**src/rtl/program_loader.sv**
```systemverilog
// ---------------------------------------------------------------------------
// program_loader
// Boot-time loader that sits in front of the instruction memory. It receives
// a byte stream made of a length header followed by opcode/literal byte
// pairs, packs each pair into a 15-bit word {opcode[6:0], literal[7:0]} and
// writes the words to consecutive instruction-memory addresses from 0.
// The CPU is held in reset until the whole program has been written.
// Malformed streams (opcode byte with bit 7 set) and streams that stall
// inside the program body for TIMEOUT cycles abort the load into ERR.
// All outputs come straight from registers.
// ---------------------------------------------------------------------------
module program_loader #(
    parameter int unsigned TIMEOUT = 1024
) (
    input  logic        clk,
    input  logic        reset,
    input  logic        start,
    input  logic [7:0]  rx_data,
    input  logic        rx_valid,
    output logic        rx_ready,
    output logic        im_we,
    output logic [7:0]  im_addr,
    output logic [14:0] im_wdata,
    output logic        cpu_reset,
    output logic        busy,
    output logic        done,
    output logic        error,
    output logic [8:0]  count
);

    // Last timer value that is still tolerated; reaching it idle aborts.
    localparam logic [15:0] TMO_LAST = 16'(TIMEOUT - 32'd1);

    typedef enum logic [2:0] {
        S_IDLE  = 3'd0,
        S_LEN   = 3'd1,
        S_OPC   = 3'd2,
        S_LIT   = 3'd3,
        S_WRITE = 3'd4,
        S_DONE  = 3'd5,
        S_ERR   = 3'd6
    } state_t;

    state_t      r_state;
    logic        r_rx_ready;
    logic        r_im_we;
    logic [7:0]  r_im_addr;
    logic [14:0] r_im_wdata;
    logic        r_cpu_reset;
    logic        r_busy;
    logic        r_done;
    logic        r_error;
    logic [8:0]  r_count;
    logic [8:0]  r_len;      // program length in words, 1..256
    logic [15:0] r_timer;    // idle cycles since the last accepted byte
    logic [6:0]  r_opcode;   // opcode waiting for its literal

    logic        w_xfer;
    logic        w_timer_expired;
    logic [8:0]  w_count_inc;
    logic        w_last_word;

    assign w_xfer          = rx_valid & r_rx_ready;
    assign w_timer_expired = (r_timer == TMO_LAST);
    assign w_count_inc     = r_count + 9'd1;
    assign w_last_word     = (w_count_inc == r_len);

    assign rx_ready  = r_rx_ready;
    assign im_we     = r_im_we;
    assign im_addr   = r_im_addr;
    assign im_wdata  = r_im_wdata;
    assign cpu_reset = r_cpu_reset;
    assign busy      = r_busy;
    assign done      = r_done;
    assign error     = r_error;
    assign count     = r_count;

    // Loader FSM: state, datapath registers and registered outputs together.
    always_ff @(posedge clk or posedge reset) begin
        if (reset) begin
            r_state     <= S_IDLE;
            r_rx_ready  <= 1'b0;
            r_im_we     <= 1'b0;
            r_im_addr   <= 8'd0;
            r_im_wdata  <= 15'd0;
            r_cpu_reset <= 1'b1;
            r_busy      <= 1'b0;
            r_done      <= 1'b0;
            r_error     <= 1'b0;
            r_count     <= 9'd0;
            r_len       <= 9'd0;
            r_timer     <= 16'd0;
            r_opcode    <= 7'd0;
        end else begin
            // The write strobe is a single-cycle pulse unless re-armed below.
            r_im_we <= 1'b0;

            case (r_state)
                S_IDLE, S_DONE, S_ERR: begin
                    // A new load restarts from address 0 with fresh status.
                    // A byte offered in this cycle is not taken (ready is low).
                    if (start) begin
                        r_state     <= S_LEN;
                        r_rx_ready  <= 1'b1;
                        r_busy      <= 1'b1;
                        r_done      <= 1'b0;
                        r_error     <= 1'b0;
                        r_cpu_reset <= 1'b1;
                        r_count     <= 9'd0;
                        r_im_addr   <= 8'd0;
                        r_timer     <= 16'd0;
                    end else begin
                        r_state <= r_state;
                    end
                end

                S_LEN: begin
                    // The header may take arbitrarily long; no timeout here.
                    if (w_xfer) begin
                        r_len   <= (rx_data == 8'd0) ? 9'd256 : {1'b0, rx_data};
                        r_state <= S_OPC;
                        r_timer <= 16'd0;
                    end else begin
                        r_state <= S_LEN;
                    end
                end

                S_OPC: begin
                    if (w_xfer) begin
                        r_timer <= 16'd0;
                        if (rx_data[7]) begin
                            // Opcodes are 7 bits; a set MSB marks a corrupt stream.
                            r_state     <= S_ERR;
                            r_rx_ready  <= 1'b0;
                            r_busy      <= 1'b0;
                            r_error     <= 1'b1;
                            r_cpu_reset <= 1'b1;
                        end else begin
                            r_opcode <= rx_data[6:0];
                            r_state  <= S_LIT;
                        end
                    end else if (w_timer_expired) begin
                        r_state     <= S_ERR;
                        r_rx_ready  <= 1'b0;
                        r_busy      <= 1'b0;
                        r_error     <= 1'b1;
                        r_cpu_reset <= 1'b1;
                    end else begin
                        r_timer <= r_timer + 16'd1;
                    end
                end

                S_LIT: begin
                    if (w_xfer) begin
                        // Word is presented on the bus during the WRITE cycle.
                        r_im_wdata <= {r_opcode, rx_data};
                        r_im_we    <= 1'b1;
                        r_rx_ready <= 1'b0;
                        r_timer    <= 16'd0;
                        r_state    <= S_WRITE;
                    end else if (w_timer_expired) begin
                        r_state     <= S_ERR;
                        r_rx_ready  <= 1'b0;
                        r_busy      <= 1'b0;
                        r_error     <= 1'b1;
                        r_cpu_reset <= 1'b1;
                    end else begin
                        r_timer <= r_timer + 16'd1;
                    end
                end

                S_WRITE: begin
                    // Address wraps to 0 only after the 256th word.
                    r_count   <= w_count_inc;
                    r_im_addr <= r_im_addr + 8'd1;
                    if (w_last_word) begin
                        r_state     <= S_DONE;
                        r_rx_ready  <= 1'b0;
                        r_busy      <= 1'b0;
                        r_done      <= 1'b1;
                        r_cpu_reset <= 1'b0;
                    end else begin
                        r_state    <= S_OPC;
                        r_rx_ready <= 1'b1;
                        r_timer    <= 16'd0;
                    end
                end

                default: begin
                    // Unreachable encodings fall back to a safe, CPU-held state.
                    r_state     <= S_IDLE;
                    r_rx_ready  <= 1'b0;
                    r_busy      <= 1'b0;
                    r_done      <= 1'b0;
                    r_error     <= 1'b0;
                    r_cpu_reset <= 1'b1;
                end
            endcase
        end
    end

endmodule

```
**config.mk**
```make
export PLATFORM = sky130hd
export DESIGN_NAME = program_loader
export DESIGN_NICKNAME = d
export VERILOG_FILES = /design/src/rtl/program_loader.sv
export SDC_FILE = /design/constraint.sdc
export NUM_CORES = 1
export LEC_CHECK = 0
export CAP_MARGIN = 20
export CORE_MARGIN = 4
export CORE_UTILIZATION = 56
export CTS_BUF_LIST = sky130_fd_sc_hd__clkbuf_4 sky130_fd_sc_hd__clkbuf_8 sky130_fd_sc_hd__clkbuf_16
export CTS_CLUSTER_SIZE = 25
export DETAILED_ROUTE_END_ITERATION = 8
export GPL_TIMING_DRIVEN = 0
export HOLD_SLACK_MARGIN = 0.12
export PLACE_DENSITY = 0.8
export SYNTH_ARGS = -nofsm -noshare
export SYNTH_HDL_FRONTEND = slang
export SYNTH_SLANG_ARGS = --single-unit
```
**constraint.sdc**
```tcl
create_clock -name clk -period 2.9 [get_ports clk]
set_input_delay 0.58 -clock clk [delete_from_list [all_inputs] [get_ports clk]]
set_output_delay 0.58 -clock clk [all_outputs]
set_load 0.05 [all_outputs]
```
### After elaboration in Yosys (flattened, before gate mapping)

Cells that the tools add are included.

* flip-flop bits (word level): 73
* bits in latches: 0
* bits in writable memories: 0
* bits in read-only memories: 0
* output and inout port bits: 38
* memories kept: 0

* add/subtract/negate cells: 3
* multipliers: 0
* div/mod/pow operators: 0
* order comparisons: 0
* equal/unequal tests: 15
* shifts and indexed selects: 0
* mux-type cells: 45
* bitwise gates (word level): 5
* reductions and logical operators: 17

Operators with widths (number)
* 2-to-1 mux 16 bit: 5
* case mux 16 bit (4 select lines): 1
* 2-to-1 mux 1 bit: 21
* 2-to-1 mux 3 bit: 6
* 2-to-1 mux 9 bit: 2
* case mux 9 bit (2 select lines): 1
* adder 16 x 1 -> 16 bit, second input constant: 1
* == test 16 x 10 -> 1 bit, second input constant: 1
* case mux 8 bit (2 select lines): 1
* case mux 1 bit (5 select lines): 3
* case mux 3 bit (5 select lines): 1
* inequality test 2 bit, second input constant: 5
* AND reduction 5 bit: 2
* adder 9 x 1 -> 9 bit, second input constant: 1
* == test 3 bit, second input constant: 3
* == test 9 bit: 1
* AND reduction 3 bit: 3
* adder 8 x 1 -> 8 bit, second input constant: 1
* logical NOT 8 bit: 1
* 2-to-1 mux 8 bit: 1
* == test 3 x 2 -> 1 bit, second input constant: 2
* inequality test 3 bit, second input constant: 2
* AND reduction 2 bit: 3
* OR reduction 3 bit: 2
* 11 further kinds: 15

### Depth between registers and ports, before layout

Gate-level depths: netlist of run 1.

* word-level depth: 4
* gate-level depth with buffers: 10
* depth with buffers taken out: 7

### Least setup slack after synthesis of run 1

Ideal clock, no wire load.

* path kind: reg-to-reg
* from: reg r_count[0], in the netlist count[0]
* to: reg r_cpu_reset, in the netlist cpu_reset
* setup time: 0.090 ns
* arrival time: 2.453 ns
* data required time: 2.810 ns
* slack: 0.357 ns
* cell stages (with the launch flop): 11
* buffers on the path: 3
* cells stage by stage: dfrtp_1 > ha_1 > and4_1 > buf_4 > a21oi_2 > nor4_4 > nand4b_4 > or2_1 > buf_4 > buf_6 > o2bb2ai_2

* longest elaborated chain between the ends: 4

Ends and longest elaborated chain
* start: declaration: RTL line 53 `logic [8:0] r_count;`
* start signal: assignment: RTL line 174 `r_count <= w_count_inc;`
* adder 9 x 1 -> 9 bit: RTL line 65 `assign w_count_inc = r_count + 9'd1;`
* == test 9 bit: RTL line 66 `assign w_last_word = (w_count_inc == r_len);`
* inequality test 2 bit (no line)
* AND reduction 5 bit (no line)
* end signal: assignment: RTL line 86 `r_cpu_reset <= 1'b1;`
* end signal: assignment: RTL line 108 `r_cpu_reset <= 1'b1;`
* end signal: assignment: RTL line 137 `r_cpu_reset <= 1'b1;`
* end: declaration: RTL line 49 `logic r_cpu_reset;`

No other way between the ends.
A chain may end at the register's enable or synchronous reset.

### Final worst setup path of run 1

* from: reg r_count[0], in the netlist count[0]
* to: reg r_timer[4]

* longest elaborated chain between the ends: 4

Ends and longest elaborated chain
* adder 9 x 1 -> 9 bit: RTL line 65
* == test 9 bit: RTL line 66
* inequality test 2 bit (no line)
* AND reduction 5 bit (no line)
* end signal: assignment: RTL line 149 `r_timer <= r_timer + 16'd1;`
* end signal: assignment: RTL line 168 `r_timer <= r_timer + 16'd1;`
* end: declaration: RTL line 55 `logic [15:0] r_timer;`

No other way between the ends.

==> results of run 1 <==
critical path, delay by kind of cell, from the launching register on:
kind / cells / cell delay (ps)
and+or+nand+nor: 4 / 720
AOI/OAI and AO/OA: 2 / 460
adders and majority gates: 1 / 310
DFF: 1 / 490
buffers and inverters: 3 / 510
path summary, 6_finish.rpt:
path | cells after the start | slack, ps | end | startpoint
worst max-delay path | 10 | 290 | r_timer[4] | count[0]
worst min-delay path | 1 | 480 | im_addr[7] | im_addr[7]
worst max register to register | 10 | 290 | r_timer[4] | count[0]
worst min register to register | 1 | 480 | im_addr[7] | im_addr[7]
max in group asynchronous | 2 | 1600 | r_len[0] | reset
min in group asynchronous | 2 | 760 | r_timer[11] | reset
layer usage:
layer | part of all wire (%) | GRT usage (%) | vias to the layer above | routed length, um
li1 | - | - | 1553 | -
met5 | 0 | 0 | - | 0
met4 | 2.2 | 9.035 | 0 | 204
met1 | 45 | 31.88 | 1620 | 4221
met3 | 5.9 | 4.758 | 23 | 556
met2 | 47 | 35.95 | 124 | 4436
layout by cell type, fill, tap and decap left out, types with 6 or more instances in the layout:
cell type and n:
and2_1 6, a21oi_2 6, a31oi_1 6, o21ai_0 14, nor2b_1 8, clkdlybuf4s50_1 48
clkbuf_1 18, o21ai_1 18, mux2_1 24, dfrtp_1 72, nor3_1 7, nand2_1 34
nand3_1 23, a21oi_1 19, nor2_1 31, xor2_1 9, mux2_2 6, clkbuf_8 9
nand4_1 7, xnor2_1 8
power groups by stage:
stage	clock (mW)	sequential [mW]	combinational, mW
6_report	0.853	1.51	2.03
5_1_grt	0.910	1.55	2.17
4_1_cts	0.865	1.51	2.02
3_5_place_dp	0	1.52	2.01
3_3_place_gp	0	1.50	1.96
2_1_floorplan	0	1.95	0.973
final cells by class:
cell class                 instances  area (sq um)
tap                               96         120.1
clock buffer                       9         123.9
fill                             538          2047
clock inverter                     7         82.58
inverter                           4         17.52
timing repair buffer              48         480.5
multi-input combinational        294          2009
buffer                            25         122.6
sequential                        73          1828
through the flow:
stage,instance area [sq um],TNS (ps),instances,power (mW)
floorplan,3975,0,396,2.927
global placement,4576,-48920,540,3.458
detailed placement,4578,0,540,3.530
CTS,4785,0,556,4.398
global route,4785,0,556,4.634
finish,4785,0,556,4.398
logic make-up (layout without fill, tap and decap cells):
| group | Yosys count | count (layout) | synth area share [%] |
|---|---|---|---|
| AO/OA/AOI/OAI | 101 | 101 | 18.29 |
| XOR/XNOR | 18 | 18 | 4.155 |
| adder cells (fa/ha/maj) | 3 | 3 | 0.9444 |
| buffers and inverters | 29 | 93 | 3.462 |
| flip-flops | 73 | 73 | 45.99 |
| multiplexers | 30 | 30 | 8.498 |
| AND/OR/NAND/NOR | 142 | 142 | 18.67 |
registers in the layout, indices dropped and copies added (netlist names):
register	cells
busy	1
count	9
cpu_reset	1
done	1
error	1
im_addr	8
im_wdata	15
im_we	1
r_len	9
r_opcode	7
r_state	3
r_timer	16
rx_ready	1
==> results.md, run 1 <==
* Vias in the first global route at 3,205
* Drt total wl at 9420 um
* CTS Root Cell: clkbuf_8
* Sw Share at 44.62%
* Clock transition at path regs at 80 ps
* Initial core utilization at 58.19%
* Seq/Total Area, Yosys at 45.99%
* Initial DRC count at 266
* Post-route DRC violation count at 0
* Most frequent cell after synthesis: dfrtp_1
* Syn Inst Count at 396
* Leak pwr at 2.009 nW
* Initial antenna violation count at 0
* Slew Viols, Final at 0
* Top cells by area, synth: dfrtp_1, mux2_1, nand2_1
* Worst Tran Pin Value at 864.6 ps
* Clk_lat worst skew at ~370 ps
* Hold_ws at 477.3 ps
* Worst EP required at 3140 ps
* Global route overflow at 0
* Most common flop cell mapped by yosys: dfrtp_1
* Status: finished, final reports clean
* # IOs at 50
* Pwr/cell area at between 900 and 1000 nW/um^2
* First-pass GRT wire length at roughly 16,000 um
* Fin Clk Skew at roughly 8.0 ps
* H-tree Lvls at 3
* # resized after CTS at 0
* Critical setup path kind: flip-flop to flip-flop
* Area Growth Syn to Fin at 20.37%
* Largest net degree at the start of global routing at 74
* Crit path max-delay cell type: dfrtp_1
* Post-CTS Hold Fix Bufs at 0
* Hold Vio Cnt, Final at 0
* Max FO, Critical Path at 10
* Post-Syn Nets at 411
* Num CTS Buffers at 9
* Die height at 92.25 um
* Core box area at 6832 sq um
* TritonCTS Sinks at 73
* Seq cells post-synth at 73
* Vias post-DR at ~3.3k
* Post-route ant nets at 0
* Top cell types by occurrence after synthesis: dfrtp_1, nand2_1, nor2_1
* Sequential share of power at 34.4%
* Logic pwr share at 46.2%
* Slew margin rel. at between 40 and 50%
* Die Area at 8510 sq um
* RSZ-0062 raised after global routing: no
* Fraction of layout cells with a size suffix above 1 at 11.52%
* Crit path launch type: flip-flop
* DP Wirelength at roughly 6500 um
* Post-synth EDFFs at 0
* Antenna diode count at 0
* Fmax at 383.0 MHz
* Psw at 1.963 mW
* CTS max path bufs at 2
* Critical Path AT at ~2900 ps
* Setup WS pre-CTS at 130.3 ps
* Worst setup EP type: flip-flop
* Cell taking the most area after synthesis: dfrtp_1
* Cell area after synthesis at 3975 sq um
* Cell Rows at 30
* Overall Global Routing Usage at between 20% and 30%
* Mean routed wirelength per cell at 16.94 um
* Power share of the clock group at 19.4%
* Ys Warns at 0
* Setup WS post-layout at roughly 290 ps
* Final setup fails at 0
* Via-per-instance ratio at 5.971
* Mean Syn Cell Area at 10.04 sq um
* Final net count at 470
* Pre-Repair DR Iteration Count at 4
* CP max stage delay at 490 ps
* Fin crit period at 2611 ps
* Int Power at around 2.4 mW
* Final GP Congestion at 0.9602
* Die W at 92.25 um
* Post-Route Utilization at 70.04%
* CP cell instances: ha_1 -> and4_1 -> buf_4 -> and4_1 -> o311ai_1 -> nand4b_4 -> or2_1 -> buf_4 -> buf_6 -> a31oi_4
* TritonCTS clock tree: yes
* Ys async rst share at between 90% and 100%
* Maximum vdd ir drop at 0.7485 mV
* Max Cap Viol at 0
* Fin crit share at 90.02%
* Distinct cells, synth at 64
* Setup repair bufs after CTS at 0
* Yosys top cell area share at a little under half
* Hold crit path type: flip-flop to flip-flop
* Port Buffers at 48
Power figures use the tool's default switching activity.
==> inputs of run 2 (changes only) <==
HOLD_SLACK_MARGIN = 0.06   (was 0.12)
==> results of run 2 <==
Same layout as run 1: the final DEF is identical, and so are final timing and power.
